===== config.mk =====
export PLATFORM = sky130hd
export DESIGN_NAME = cp0_unit
export DESIGN_NICKNAME = d
export VERILOG_FILES = /design/src/rtl/cp0_unit.sv
export SDC_FILE = /design/constraint.sdc
export NUM_CORES = 1
export LEC_CHECK = 0
export ABC_AREA = 1
export CAP_MARGIN = 15
export CORE_ASPECT_RATIO = 1.75
export CORE_UTILIZATION = 35
export CTS_CLUSTER_SIZE = 8
export DETAILED_ROUTE_END_ITERATION = 16
export PLACE_DENSITY = 0.65
export SLEW_MARGIN = 20
export SYNTH_ARGS = -nofsm -noshare
export SYNTH_HDL_FRONTEND = slang
export SYNTH_SLANG_ARGS = --single-unit

===== constraint.sdc =====
create_clock -name clk -period 1.4 [get_ports clk]
set_input_delay 0.28 -clock clk [delete_from_list [all_inputs] [get_ports clk]]
set_output_delay 0.28 -clock clk [all_outputs]
set_load 0.02 [all_outputs]

===== src/rtl/cp0_unit.sv =====
// Coprocessor 0 for the pipelined MIPS core: SR/Cause/EPC/PRId plus the
// commit-stage exception/interrupt decision that redirects fetch.
module cp0_unit #(
  parameter logic [31:0] PRID_VALUE = 32'h2022_0707,
  parameter logic [31:0] SR_WMASK   = 32'h0000_FC03
) (
  input  logic        clk,
  input  logic        rst,
  input  logic        we,
  input  logic [4:0]  addr,
  input  logic [31:0] wdata,
  output logic [31:0] rdata,
  input  logic [31:0] vpc,
  input  logic        bd,
  input  logic [4:0]  exc_code_in,
  input  logic [5:0]  hw_int,
  input  logic        eret,
  output logic        req,
  output logic [31:0] epc_out
);

  localparam logic [4:0]  ADDR_SR    = 5'd12;
  localparam logic [4:0]  ADDR_CAUSE = 5'd13;
  localparam logic [4:0]  ADDR_EPC   = 5'd14;
  localparam logic [4:0]  ADDR_PRID  = 5'd15;
  localparam logic [31:0] EXL_BIT    = 32'h0000_0002;

  logic [31:0] sr_r;
  logic        cause_bd_r;
  logic [5:0]  cause_ip_r;
  logic [4:0]  cause_exc_r;
  logic [31:0] epc_r;

  logic        exl_s;
  logic        ie_s;
  logic [5:0]  im_s;
  logic        int_req_s;
  logic        exc_req_s;
  logic        req_s;
  logic        epc_wr_s;
  logic [31:0] sr_next_s;
  logic [31:0] epc_next_s;

  assign exl_s = sr_r[1];
  assign ie_s  = sr_r[0];
  assign im_s  = sr_r[15:10];

  // Exception decision; EXL masks everything so a nested fault keeps EPC.
  always_comb begin
    int_req_s = ie_s & ~exl_s & (|(hw_int & im_s));
    exc_req_s = ~exl_s & (exc_code_in != 5'd0);
    req_s     = ~rst & (int_req_s | exc_req_s);
    epc_wr_s  = we & (addr == ADDR_EPC) & ~req_s;
  end

  assign req     = req_s;
  assign epc_out = epc_wr_s ? wdata : epc_r;

  // Next SR/EPC: a taken exception wins over mtc0; mtc0 SR lands before eret clears EXL.
  always_comb begin
    sr_next_s  = sr_r;
    epc_next_s = epc_r;
    if (req_s) begin
      sr_next_s  = (sr_r | EXL_BIT) & SR_WMASK;
      epc_next_s = bd ? (vpc - 32'd4) : vpc;
    end else begin
      if (we && (addr == ADDR_SR)) begin
        sr_next_s = wdata & SR_WMASK;
      end else begin
        sr_next_s = sr_r;
      end
      if (eret) begin
        sr_next_s = sr_next_s & ~EXL_BIT;
      end else begin
        sr_next_s = sr_next_s;
      end
      if (epc_wr_s) begin
        epc_next_s = wdata;
      end else begin
        epc_next_s = epc_r;
      end
    end
  end

  // Architectural register state.
  always_ff @(posedge clk) begin
    if (rst) begin
      sr_r        <= 32'h0000_0000;
      cause_bd_r  <= 1'b0;
      cause_ip_r  <= 6'd0;
      cause_exc_r <= 5'd0;
      epc_r       <= 32'h0000_0000;
    end else begin
      cause_ip_r <= hw_int;
      sr_r       <= sr_next_s;
      epc_r      <= epc_next_s;
      if (req_s) begin
        cause_bd_r  <= bd;
        cause_exc_r <= int_req_s ? 5'd0 : exc_code_in;
      end
    end
  end

  // mfc0 read mux; shows state from before the current edge.
  always_comb begin
    rdata = 32'h0000_0000;
    case (addr)
      ADDR_SR:    rdata = sr_r;
      ADDR_CAUSE: rdata = {cause_bd_r, 15'd0, cause_ip_r, 3'd0, cause_exc_r, 2'd0};
      ADDR_EPC:   rdata = epc_r;
      ADDR_PRID:  rdata = PRID_VALUE;
      default:    rdata = 32'h0000_0000;
    endcase
  end

endmodule


# == Word-level counts from Yosys, hierarchy flattened ==
# Index checks and enable logic that the tools add are counted.
# classes
eq_ne,4
shifts,0
reduce_logical,5
mul,0
n_addsub,1
n_div,0
n_mux,8
n_lt_le_gt_ge,0
n_bitwise,11
# op_table
operator,n
32-bit 2-to-1 mux,4
32-bit one-hot mux with 4 select lines,1
32-bit by 3-bit subtractor with 32-bit output (second input constant),1
5-bit by 4-bit == test with 1-bit output (second input constant),4
1-bit bitwise AND,6
6-bit bitwise AND,1
6-bit OR reduction,1
5-bit 2-to-1 mux,1
5-bit nonzero test,1
2-bit 2-to-1 mux,2
1-bit NOT,3
3-bit nonzero test,1
2-bit OR reduction,1
1-bit logical AND,1
1-bit OR,1
# word_totals
in_bits,85
rom_bits,0
mem_bits_rw,0
ff_bits,76
out_inout_bits,65
latchBits,0
mem_count,0
elab_cells,36

# == Longest topological paths before layout ==
# depth
depth_word,9
depth_mapped,13
ltp_nobuf,12

# == Least setup slack after synthesis ==
# No wires, ideal clock.
# synth_path
path_type,reg2out
start,reg sr_r[15]
end,out epc_out[10]
arrival_time_ns,1.276
path_stages_with_launch,12
setup_slack_ns,-0.156
t_required_ns,1.120
path_buffers,2
cell_sequence,dfxtp_1 -> nand2_1 -> nand2_1 -> nor2_1 -> nand2_1 -> nand2_2 -> nand2_2 -> nand2_2 -> buf_6 -> buf_6 -> nand3_2 -> nand2_1
# synth_via
elab_chain_cells,8
# synth_rtl
item,line_no,text
"start, declared",28,logic [31:0] sr_r;
"start signal, assigned",95,sr_r <= sr_next_s;
6-bit bitwise AND,50,int_req_s = ie_s & ~exl_s & (|(hw_int & im_s));
6-bit OR reduction,50,
1-bit bitwise AND,50,
1-bit OR,52,req_s = ~rst & (int_req_s | exc_req_s);
1-bit bitwise AND,52,
1-bit NOT,53,epc_wr_s = we & (addr == ADDR_EPC) & ~req_s;
1-bit bitwise AND,53,
32-bit 2-to-1 mux,-,
"end, declared",19,output logic [31:0] epc_out
# Every way passes these cells.

==> run_results.csv <==
group,metric,value,unit
setup_path,cp-end-kind,"output port",
synthesis,syn_area_per_cell,5.94,µm²
global_routing,grt_start_max_net_pins,34,
routing,vias,7095,
synthesis,synth_nets,730,
die,ios,150,
sta,period_minus_slack,2.49,ns
layout,fin_area,9590,µm²
cts,clkSlewWorstSetupHoldPaths,0.08,ns
cts,cts_buffers,5,
place,io_buffer_count,149,
routing,wl_per_cell,28.2,µm
synthesis,yosys_warnings,0,
place,placed_area,6610,µm²
global_routing,gr-total-overflow,0,
place,gp_routability_congestion,0.907,
synthesis,synth_edf_count,0,
synthesis,ys_seq_area_frac,0.272,
synthesis,syn_area,3830,µm²
sta,slew_headroom,0.515,
sta,tns,-80.58,ns
job,drv_cap,0,
min_path,hold_path_depth,3,
power,powerDensity,648,nW/µm²
global_routing,grt_pass1_vias,6386,
synthesis,yosysUniqueCellTypes,33,
die,die-area,11400,µm²
cts,cts.sinks,52,
power,peakVddDrop,1.06,mV
sta,finalSetupViolations,117,
routing,postRouteAntennaNets,0,
min_path,hp-class,"input port to flip-flop",
cts,htreeDepth,2,
global_routing,grt_pass1_wl,34200,µm
synthesis,netlist_instances,644,
cts,clockBufferDepth,2,
layout,drive_gt1_frac,0.560,
setup_path,cp-start-kind,"flip-flop",
layout,area_growth,151,%
status,run_status,"complete, but fails checks",
routing,drtPass1Iterations,5,
cts,clock_latency,0.33,ns
setup_path,r2r_slack,-1.08,ns
routing,drt_iter0_drc,832,
synthesis,yosysTopAreaCell,"dfxtp_1",
synthesis,synth_top_area_frac,0.272,
die,floorplan.rows,50,
place,hpwl,12000,µm
synthesis,synth.area.top_cells,"dfxtp_1 (27%), nand2_1 (20%), nor2_1 (10%)",
synthesis,synthTopCellsByCount,"nand2_1 (199), nor2_1 (106), inv_1 (83)",
min_path,worstHoldStart,"hw_int[1]",
synthesis,yosysMostFrequentCell,"nand2_1",
layout,fill_cells,387,
synthesis,synth-seq-cells,52,
place,dp.cells,1030,
synthesis,synth-main-ff-cell,"dfxtp_1",
sta,min_period_over_period,1.78,
setup_path,worstPathRequired,1.12,ns
die,initial_utilization,0.358,
sta,clock.fmax,0.402,GHz
sta,hold_violations,0,
setup_path,criticalPathCategory,"flip-flop to output port",
cts,cts_tree,"built",
min_path,hold_path_end,"cause_ip_r[1]",
layout,layout.nets,1107,
setup_path,worstReg2RegEnd,"epc_r[18]",
die,core,10700,µm²
sta,slew_violations,0,
global_routing,antenna_found_initial,1,
routing,wl,32500,µm
die,die_w,81.1,µm
layout,stdcell_count,1153,
setup_path,arrival,2.21,ns
routing,vias_per_cell,6.15,
routing,route.detailed.drc,0,
sta,finalClockSkew,0.0128,ns
die,die_y,140,µm
setup_path,crit_fanout,8,
sta,rsz0062_at_grt,"true",
global_routing,grt_usage,0.406,
synthesis,async_flop_share,0,
sta,max_slew.worst_pin.slew,0.725,ns
cts,cts_root_buf,"clkbuf_16",
power,leakage,4.64,nW
setup_path,rr_worst_depth,16,
status,failed_checks,"setup timing",
sta,layout_setup_ws,-1.09,ns
-- sequential cells by signal (all words and copies together) (netlist names), named ones only --
register,count
cause_ip_r,6
cause_exc_r,5
epc_r,32
cause_bd_r,1
sr_r,7
-- what timing repair did --
| item | 4_1_cts | 5_1_grt |
|---|---|---|
| gates resized for setup | 685 | 165 |
| setup endpoints to repair | 111 | 111 |
| cloned | 13 | 2 |
| hold buffers | 0 | 0 |
| pin swaps | 56 | 62 |
| setup buffers | 95 | 48 |
-- final cells by class --
cell class | count | area (µm²) | share of cell area
Clock inverter | 2 | 35.0 | 0.00365
Sequential cell | 52 | 1050 | 0.109
Clock buffer | 6 | 129 | 0.0134
Antenna cell | 1 | 2.50 | 0.000261
Timing Repair Buffer | 394 | 4090 | 0.426
Inverter | 85 | 354 | 0.0369
Tap cell | 130 | 163 | 0.0170
Multi-Input combinational cell | 483 | 3770 | 0.393
-- metrics by stage --
step	util	total power, W	setup slack, ns	hold slack [ns]
after floorplan	-	0.00245	-0.101	0.387
after global placement	0.618	0.00329	-1.27	0.483
after detailed placement	0.618	0.00330	-1.31	0.496
after CTS	0.815	0.00537	-0.701	0.344
after global routing	0.896	0.00629	-1.18	0.375
final	0.896	0.00621	-1.09	0.358
-- worst max-delay path, cell delays in order (launching register included) --
cell     delay (ns)
dfxtp_2        0.33
inv_2          0.04
nor2_1         0.43
nand2_4        0.14
nand2_4        0.11
nand2_4        0.07
buf_6          0.13
nand2_8        0.12
buf_12         0.19
nand2_2        0.10
nand2_2        0.08
buf_6          0.11
-- worst max-delay path by stage --
stage / slack (ns) / depth (start not counted) / to / start
after global routing: -1.18 / 11 / epc_out[24] / flip-flop
after CTS: -0.70 / 13 / epc_out[27] / sr_r[15]
after floorplan: -0.10 / 11 / epc_out[13] / sr_r[15]
final: -1.09 / 11 / epc_out[22] / flip-flop
after global placement: -1.27 / 12 / epc_out[18] / hw_int[5]
after detailed placement: -1.31 / 12 / epc_out[18] / hw_int[4]
-- cells in the final DEF (no fill, tap or decap), types with 2 or more instances in the layout --
cell type        Yosys  layout
nand2_2              6      29
inv_1               83      73
buf_12               0      17
a21oi_1             20      16
xnor2_1              4       4
buf_6                3     120
nor2_2               2      11
nand3_2             19      30
clkdlybuf4s50_1      0      65
dlygate4sd2_1        0      11
o21ai_0             10       2
a31oi_1              2       2
clkbuf_16            0       6
a22o_4               0       2
inv_2                1       8
nor3_1               4       4
clkinv_8             0       2
xor2_1               8       7
o21ai_4              0       3
a22o_1               5       3
nand2_4              1      64
nand2_1            199     102
o211ai_1             2       2
nand2_8              0      12
a21oi_2              0       3
nand4_1             13      13
buf_4                5     157
buf_8                0      10
nand3_4              1      21
nor2_4               6      43
buf_16               0      10
nor2_1             106      60
o21ai_1              1       3
dfxtp_2              0       6
dfxtp_1             52      46
a211oi_2             0       4
nand3_1             64      33
o21ai_2              0       3
-- report_power, final --
group	switching, W	internal, W	total (W)
sequential	0.000183	0.00160	0.00178
combinational	0.00151	0.00139	0.00290
clock	0.000689	0.000847	0.00154
-- logic make-up after synthesis --
group / after synthesis / share of synthesized area
buffers and inverters: 110 / 0.122
AND/OR/NAND/NOR: 424 / 0.506
XOR/XNOR: 12 / 0.0275
flip-flops: 52 / 0.272
AO/OA/AOI/OAI: 45 / 0.0690
adder cells (fa/ha/maj): 1 / 0.00327
-- layer usage --
| layer | part of all wire | vias to the layer above | wire length (µm) | GRT usage |
|---|---|---|---|---|
| li1 | - | 2787 | - | - |
| met1 | 0.30 | 3264 | 9710 | 0.417 |
| met2 | 0.43 | 698 | 14100 | 0.681 |
| met3 | 0.14 | 342 | 4500 | 0.106 |
| met4 | 0.13 | 4 | 4140 | 0.311 |
| met5 | 0.0015 | - | 48 | 0 |
Power figures use the tool's default switching activity.
